<file path="src/rtl/aes_state_pkg.sv">
// Shared types for the AES state buffer: command opcodes, axis selectors
// and the controller FSM encoding.
package aes_state_pkg;

   typedef enum logic [1:0] {
      OP_READ  = 2'd0,
      OP_WRITE = 2'd1,
      OP_SHIFT = 2'd2,
      OP_CLEAR = 2'd3
   } op_e;

   localparam logic AXIS_ROW = 1'b0;
   localparam logic AXIS_COL = 1'b1;

   typedef enum logic {
      ST_IDLE,
      ST_SHIFTING
   } state_e;

endpackage

</file>
<file path="src/rtl/aes_state_buf_row_rotator.sv">
// Combinational rotation of one N-element row by amt_i positions.
// Element 0 sits in the MSBs; forward moves elements toward index 0.
module row_rotator #(
   parameter int N = 4,
   parameter int W = 8,
   localparam int IDX_W = $clog2(N)
) (
   input  logic [N*W-1:0]   row_i,
   input  logic [IDX_W-1:0] amt_i,
   input  logic             inv_i,
   output logic [N*W-1:0]   row_o
);

   always_comb begin
      int unsigned amt;
      int unsigned src;
      row_o = '0;
      amt   = 32'(amt_i) % N;
      for (int unsigned j = 0; j < N; j++) begin
         src = inv_i ? ((j + N - amt) % N) : ((j + amt) % N);
         row_o[(N-j)*W-1 -: W] = row_i[(N-src)*W-1 -: W];
      end
   end

endmodule

</file>
<file path="src/rtl/aes_state_buf.sv">
// N x N matrix of W-bit cells with row/column read and write, a multi-cycle
// ShiftRows/InvShiftRows sweep and a one-cycle clear, behind a valid/ready port.
module aes_state_buf
   import aes_state_pkg::*;
#(
   parameter int N = 4,
   parameter int W = 8,
   localparam int IDX_W = $clog2(N)
) (
   input  logic             clk,
   input  logic             rst,
   input  logic             cmd_valid,
   output logic             cmd_ready,
   input  logic [1:0]       cmd_op,
   input  logic             cmd_axis,
   input  logic [IDX_W-1:0] cmd_idx,
   input  logic             cmd_inv,
   input  logic [N*W-1:0]   cmd_data,
   output logic             rsp_valid,
   output logic [N*W-1:0]   rsp_data,
   output logic             busy
);

   logic [W-1:0]     cells_q [N][N];
   logic [W-1:0]     cells_d [N][N];
   state_e           state_q, state_d;
   logic [IDX_W-1:0] r_q, r_d;
   logic             inv_q, inv_d;
   logic             rsp_valid_q, rsp_valid_d;
   logic [N*W-1:0]   rsp_data_q, rsp_data_d;

   logic             accept;
   logic             idx_ok;
   logic [N*W-1:0]   rd_vec;
   logic [N*W-1:0]   shift_row;
   logic [N*W-1:0]   rot_row;

   assign cmd_ready = (state_q == ST_IDLE);
   assign busy      = (state_q == ST_SHIFTING);
   assign rsp_valid = rsp_valid_q;
   assign rsp_data  = rsp_data_q;
   assign accept    = cmd_valid && cmd_ready;
   // Only reachable as false when N is not a power of two.
   assign idx_ok    = ({1'b0, cmd_idx} < (IDX_W+1)'(N));

   always_comb begin
      rd_vec    = '0;
      shift_row = '0;
      for (int unsigned k = 0; k < N; k++) begin
         rd_vec[(N-k)*W-1 -: W]    = (cmd_axis == AXIS_ROW) ? cells_q[cmd_idx][k]
                                                            : cells_q[k][cmd_idx];
         shift_row[(N-k)*W-1 -: W] = cells_q[r_q][k];
      end
   end

   row_rotator #(.N(N), .W(W)) u_rot (
      .row_i (shift_row),
      .amt_i (r_q),
      .inv_i (inv_q),
      .row_o (rot_row)
   );

   always_comb begin
      cells_d     = cells_q;
      state_d     = state_q;
      r_d         = r_q;
      inv_d       = inv_q;
      rsp_valid_d = 1'b0;
      rsp_data_d  = rsp_data_q;
      unique case (state_q)
         ST_IDLE: begin
            if (accept) begin
               unique case (op_e'(cmd_op))
                  OP_READ: begin
                     rsp_valid_d = 1'b1;
                     rsp_data_d  = idx_ok ? rd_vec : '0;
                  end
                  OP_WRITE: begin
                     if (idx_ok) begin
                        for (int unsigned k = 0; k < N; k++) begin
                           if (cmd_axis == AXIS_ROW)
                              cells_d[cmd_idx][k] = cmd_data[(N-k)*W-1 -: W];
                           else
                              cells_d[k][cmd_idx] = cmd_data[(N-k)*W-1 -: W];
                        end
                     end
                  end
                  OP_SHIFT: begin
                     state_d = ST_SHIFTING;
                     inv_d   = cmd_inv;
                     r_d     = IDX_W'(1);
                  end
                  OP_CLEAR: cells_d = '{default: '0};
                  default: ;
               endcase
            end
         end
         ST_SHIFTING: begin
            for (int unsigned k = 0; k < N; k++)
               cells_d[r_q][k] = rot_row[(N-k)*W-1 -: W];
            r_d = r_q + IDX_W'(1);
            if (r_q == IDX_W'(N-1))
               state_d = ST_IDLE;
         end
         default: state_d = ST_IDLE;
      endcase
   end

   always_ff @(posedge clk or posedge rst) begin
      if (rst) begin
         cells_q     <= '{default: '0};
         state_q     <= ST_IDLE;
         r_q         <= '0;
         inv_q       <= 1'b0;
         rsp_valid_q <= 1'b0;
         rsp_data_q  <= '0;
      end else begin
         cells_q     <= cells_d;
         state_q     <= state_d;
         r_q         <= r_d;
         inv_q       <= inv_d;
         rsp_valid_q <= rsp_valid_d;
         rsp_data_q  <= rsp_data_d;
      end
   end

endmodule

</file>
<file path="config.mk">
export PLATFORM = sky130hd
export DESIGN_NAME = aes_state_buf
export DESIGN_NICKNAME = d
export VERILOG_FILES = /design/src/rtl/aes_state_pkg.sv /design/src/rtl/aes_state_buf_row_rotator.sv /design/src/rtl/aes_state_buf.sv
export SDC_FILE = /design/constraint.sdc
export NUM_CORES = 1
export LEC_CHECK = 0
export CAP_MARGIN = 20
export CELL_PAD_IN_SITES_DETAIL_PLACEMENT = 1
export CELL_PAD_IN_SITES_GLOBAL_PLACEMENT = 1
export CORE_ASPECT_RATIO = 1.1
export CORE_MARGIN = 1.5
export CORE_UTILIZATION = 43
export CTS_CLUSTER_DIAMETER = 40
export DETAILED_ROUTE_END_ITERATION = 8
export PLACE_DENSITY_LB_ADDON = 0.1
export SLEW_MARGIN = 25
export SYNTH_ARGS = -nofsm -noshare
export SYNTH_HDL_FRONTEND = slang
export SYNTH_SLANG_ARGS = --single-unit
</file>
<file path="constraint.sdc">
create_clock -name clk -period 5.1 [get_ports clk]
set_input_delay 0.51 -clock clk [delete_from_list [all_inputs] [get_ports clk]]
set_output_delay 0.51 -clock clk [all_outputs]
set_load 0.02 [all_outputs]
</file>
==> impl_metrics.ini, run 1 <==
[status]
violations = DRC
run_status = finished with violations

[floorplan]
die_x_um = 166.7
coreArea_um2 = 28870
start_util = 0.4393
num_rows = 65
io_pins = 76
die_area_um2 = 30530
die_h_um = 183.1

[placed_design]
placed_area_um2 = 13610
portBuffers = 75
place_ws_ns = 1.425
post-dp-hpwl_um = 36830
gp_congestion = 0.9053

[route]
post_drt_via_cell_ratio = 7.531
initialDrtViolationCount = 1782
antenna_left = 0
dr.pass1.iters = 8
vias = 12870
post_drt_wl_per_cell_um = 34.19
drcViolationCount = 9
totalWireLength_um = 58430

[global_route]
first_global_vias = 12810
grtUsageTotal = 0.3896
antenna_found_initial = 2
grt_pass1_wl_um = 86820
grt_max_degree = 85
grt_overflow_total = 0

[clocking]
cts_buffers = 17
cts_max_level = 4
cts_resized = 0
post_cts_buffers = 0
hold_buffers = 0
cts.reportedPaths.clkPinSlew_ns = 0.07
ctsLongestPathBuffers = 2
cts_tree = built
clock-root-buffer = clkbuf_16
cts.sinks = 165
insertion_delay_ns = 0.46

[hold_path]
holdPathEnd = rsp_data[23]
worstHoldPathCells = 2
hp-class = flop to flop
min_from = rsp_data[23]

[setup_path]
crit_arrival_ns = 4.08
cp-end-kind = flop
rr_startpoint = r_q[1]
worst_r2r_endpoint = cells_q[73]
required_ns = 5.44
rrSetupSlack_ns = 1.36
r2r_cells = 10
critPathMaxFanout = 45
start_kind = flop
crit_type = flop to flop

[yosys]
synthFlopType = dfrtp_1
synth-seq-area-share = 0.3256
synth_edf_count = 0
yosysWarnings = 0
ys_types = 58
yosys_register_bits = 165
synthCells = 1329
synth_nets = 1379
syn-cell-area_um2 = 12680
async_flop_share = 1.000
avgSynthCellArea_um2 = 9.543

[pwr]
irDropWorstVdd_mv = 0.2963
p_per_area_nw_per_um2 = 656.9
total_power_mw = 9.357
leakage_nw = 5.543

[layout]
drive_gt1_frac = 0.1484
fillers = 3235
final_area_um2 = 14240
nets = 1378
syn_to_final_growth_pct = 12.31
num_antenna_cells = 0

[sta]
fin_ws_ns = 1.355
finalCritPeriodShare = 0.7342
fin_skew_ns = 0.01503
slew-limit-headroom = 0.2356
fmax_mhz = 267.0
tightest_slew_ns = 1.143
rsz0062_at_grt = no
setup_violations = 0
final.setup.tns_ns = 0
hold_viol_final = 0
slew_violations = 0
period_minus_slack_ns = 3.745

[flow_run]
cap_violations = 0
==> per-stage QoR <==
step,utilization,hold WS (ns),instances
final,0.4933,0.4801,1709
after CTS,0.4916,0.4865,1706
after global routing,0.4933,0.5133,1709
after global placement,0.4714,0.4607,1674
after floorplan,-,0.5173,1329
after detailed placement,0.4715,0.4717,1674
==> cells by family after synthesis <==
family | Yosys count | synth area share
flip-flops | 165 | 0.3256
AND/OR/NAND/NOR | 267 | 0.09678
adder cells (fa/ha/maj) | 9 | 0.008879
AO/OA/AOI/OAI | 532 | 0.2784
buffers and inverters | 144 | 0.05012
multiplexers | 212 | 0.2402
==> cells in the final DEF (no fill, tap or decap), drive strengths merged, types with 6 or more instances in the layout <==
cell type / netlist / layout
a311oi: 7 / 7
nand4: 25 / 25
clkbuf: 76 / 21
a221o: 71 / 71
o21ai: 141 / 141
a211oi: 20 / 20
a31oi: 25 / 25
a22oi: 40 / 40
a21oi: 115 / 115
o22ai: 35 / 35
inv: 10 / 10
nand2b: 7 / 7
nand2: 110 / 110
ha: 9 / 9
nor2b: 6 / 6
mux2: 41 / 41
mux4: 64 / 64
o221ai: 26 / 26
a211o: 9 / 9
nand3: 9 / 9
clkdlybuf4s50: 0 / 72
dfrtp: 165 / 165
o211ai: 14 / 14
mux2i: 107 / 107
nor2: 84 / 84
buf: 57 / 41
==> cell type report <==
cell class / instances / area (um2) / share of cell area
clock buffer: 21 / 450.4 / 0.03162
clock inverter: 11 / 128.9 / 0.009048
inverter: 11 / 46.29 / 0.003250
multi-input combinational: 1020 / 7973 / 0.5597
sequential: 165 / 4133 / 0.2901
tap: 368 / 460.4 / 0.03233
timing repair buffer: 113 / 1052 / 0.07388
==> routing by layer <==
layer | track usage | part of all wire | up-vias | wire (um)
met3 | 0.08761 | 0.11 | 197 | 6271
met4 | 0.2080 | 0.057 | 0 | 3308
li1 | - | - | 5237 | -
met1 | 0.5136 | 0.39 | 6567 | 22880
met2 | 0.5995 | 0.44 | 870 | 25970
met5 | 0 | 0 | - | 0
==> cells in the mapped netlist, types with 5 or more instances <==
cell      number  share of area
nand2_1      110          0.033
o21bai_1       5         0.0030
nor2_1        84          0.025
mux2_2        25          0.022
o21ai_0      135          0.053
o22ai_1       35          0.017
o221ai_1      26          0.018
a31oi_1       25          0.012
o21ai_1        6         0.0024
mux4_2        64           0.11
a221o_1       71          0.056
buf_2         36          0.014
buf_1         12         0.0036
buf_4          5         0.0030
o211ai_1      14         0.0083
a211oi_1      20          0.012
nand4_1       25          0.012
nand2b_1       7         0.0035
a21oi_1      115          0.045
a211o_1        9         0.0062
nand3_1        9         0.0036
nor2b_1        6         0.0030
inv_1          9         0.0027
a311oi_1       7         0.0048
a21o_1         5         0.0030
a22oi_1       39          0.023
mux2i_1      106          0.084
clkbuf_1      75          0.022
mux2_4        16          0.019
ha_1           9         0.0089
dfrtp_1      165           0.33
==> worst max-delay path by stage <==
stage	slack, ns	start	depth (start not counted)	endpoint
global route	1.18	r_q[1]	10	cells_q[73]
detailed placement	1.42	r_q[1]	9	cells_q[56]
finish	1.36	r_q[1]	10	cells_q[73]
CTS	1.39	r_q[1]	10	cells_q[123]
global placement	1.49	r_q[1]	9	cells_q[59]
floorplan	0.13	rst	1	busy
==> report_power, final <==
part / switching [mW] / internal, mW
Combinational: 2.96 / 2.24
Sequential: 0.929 / 1.88
Clock: 0.610 / 0.736
Total: 4.50 / 4.86
==> worst max-delay path, stage by stage, from the launching register on <==
cell and delay, ns:
dfrtp_4 0.93, inv_1 0.18, ha_1 0.41, nand2_1 0.06, o21ai_0 0.12, inv_1 0.08, ha_1 0.32, nor2_1 0.69
a21oi_1 0.25, and3_1 0.28, a221o_1 0.30
==> sequential cells by signal, indices dropped and copies added, names as in the netlist <==
| name | cells |
|---|---|
| r_q | 2 |
| inv_q | 1 |
| rsp_data | 32 |
| busy | 1 |
| rsp_valid | 1 |
| cells_q | 128 |
No activity file was read; power rests on OpenSTA's default activity.
==> run 2: changes to the inputs <==
clock period = 3.13 ns   (was 5.1 ns; I/O delays follow)
==> run 2 against run 1 <==
Compared with the run above: the flow still finishes with violations (DRC); flip-flop and latch count did not move; combinational power rose by 69%; critical path depth did not move; worst hold slack got worse by 0.13 ns; global-route usage fell by 0.97 points; critical path type unchanged.
==> impl_metrics.ini, run 2 (synthesis gave the netlist of run 1 again) <==
[status]
run_status = finished with violations
violations = DRC

[setup_path]
crit_type = flop to flop
slowest_stage = nor2b_2
start_kind = flop
critPathMaxFanout = 8
required_ns = 3.46
critical-path-max-stage-delay_ns = 0.53
crit_arrival_ns = 3.19
cp_cell_sequence = inv_1, ha_1, nand2_1, o21ai_0, inv_1, ha_1, nor2b_2, a22oi_1, and3_1, a221o_1
cp-end-kind = flop

[clocking]
insertion_delay_ns = 0.45
hold_buffers = 0
clock-root-buffer = clkbuf_16
cts.sinks = 165
ctsLongestPathBuffers = 2
cts.reportedPaths.clkPinSlew_ns = 0.07
cts_buffers = 17
cts_max_level = 4
cts_tree = built

[sta]
hold_viol_final = 0
final.setup.tns_ns = 0
hold-worst-slack_ns = 0.3524
tightest_slew_ns = 1.177
fin_skew_ns = 0.01130
finalCritPeriodShare = 0.9111
fmax_mhz = 350.7
period_minus_slack_ns = 2.852
slew_violations = 0
slew-limit-headroom = 0.2156
rsz0062_at_grt = no
setup_violations = 0

[pwr]
p_sw_mw = 7.302
internal_power_mw = 8.087
clkPwrFrac = 0.141
sw_frac_of_total = 0.4745
leakage_nw = 5.762
irDropWorstVdd_mv = 0.4875
p_per_area_nw_per_um2 = 1055
p_comb_frac = 0.571
pwr-share-seq = 0.288

[route]
initialDrtViolationCount = 1582
drcViolationCount = 8
post_drt_wl_per_cell_um = 32.79
totalWireLength_um = 57240
vias = 12790
dr.pass1.iters = 7
post_drt_via_cell_ratio = 7.326
antenna_left = 0

[global_route]
antenna_found_initial = 6
grtUsageTotal = 0.3799
grt_overflow_total = 0
first_global_vias = 12880
grt_max_degree = 98
grt_pass1_wl_um = 85500

[placed_design]
post-dp-hpwl_um = 37530
gp_congestion = 0.9266
portBuffers = 75

[floorplan]
die_area_um2 = 30530
die_x_um = 166.7
num_rows = 65
io_pins = 76
die_h_um = 183.1
coreArea_um2 = 28870
start_util = 0.4393

[layout]
final_common_cell = dfrtp_1
drive_gt1_frac = 0.1698
top_register = cells_q
syn_to_final_growth_pct = 15.08
largest_reg_flops = 128
num_antenna_cells = 0
layout_common_cells = dfrtp_1 (163), o21ai_0 (135), a21oi_1 (114)
postLayoutCoreUtil = 0.5055
nets = 1417

[hold_path]
hp-class = primary input to async pin

[flow_run]
cap_violations = 0
[run 2: cell count changes in the layout (fill, tap and decap cells not counted), sizes merged]
| cell | before | now |
|---|---|---|
| buf | 41 | 80 |
| clkinvlp | 5 | 3 |
| clkinv | 5 | 6 |
| inv | 10 | 9 |
[run 2: area by class of cell]
cell class	instances	area, um2
clock inverters	9	103.9
inverters	11	45.04
repair buffers	152	1434
multi-input cells	1020	7946
well taps	368	460.4
flip-flops and latches	165	4134
clock buffers	21	470.5
fillers	3217	14280
[run 2: worst max-delay path, delay by kind of cell (launching register included)]
family / cells / cell delay [ns]
flops: 1 / 0.43
compound gates: 3 / 0.62
fa+ha+maj: 2 / 0.69
simple gates: 3 / 0.85
buf+inv: 2 / 0.15
[run 2: repair_timing]
| item | 4_1_cts | 5_1_grt |
|---|---|---|
| endpoints found under the setup margin | 0 | 4 |
| resized for setup | 0 | 1 |
| setup buffers | 0 | 0 |
[run 2: power groups by stage]
stage               combinational (mW)  sequential (mW)  clock, mW
global route                      9.26             4.56       2.26
floorplan                         5.57             4.13          0
finish                            8.78             4.43       2.17
CTS                               8.59             4.38       2.19
detailed placement                8.56             4.42          0
global placement                  8.34             4.37          0
[run 2: worst paths after layout]
path | startpoint | endpoint | slack, ns | depth (start not counted)
setup / recovery | r_q[1] | cells_q[73] | 0.28 | 10
setup reg to reg | r_q[1] | cells_q[73] | 0.28 | 10
hold / removal | rst | cells_q[38] | 0.35 | 3
min in group clk | cmd_axis | cells_q[93] | 0.47 | 3
hold reg to reg | rsp_data[25] | rsp_data[25] | 0.48 | 2
max in group asynchronous | rst | rsp_data[19] | 1.96 | 3
[run 2: metrics by stage]
stage	power (mW)	instances	instance area (um2)	setup WS [ns]
3_5_place_dp	12.98	1716	14020	0.04976
6_report	15.39	1746	14590	0.2783
2_1_floorplan	9.705	1329	12700	0.02874
4_1_cts	15.17	1746	14590	0.03476
3_3_place_gp	12.71	1716	14020	0.1034
5_1_grt	16.08	1746	14590	0.1372
[run 2: layer usage]
metal | GRT usage | share of wire
met1 | 0.4984 | 0.40
met2 | 0.5857 | 0.44
met3 | 0.07510 | 0.095
met4 | 0.2236 | 0.062
met5 | 0 | 0.00066
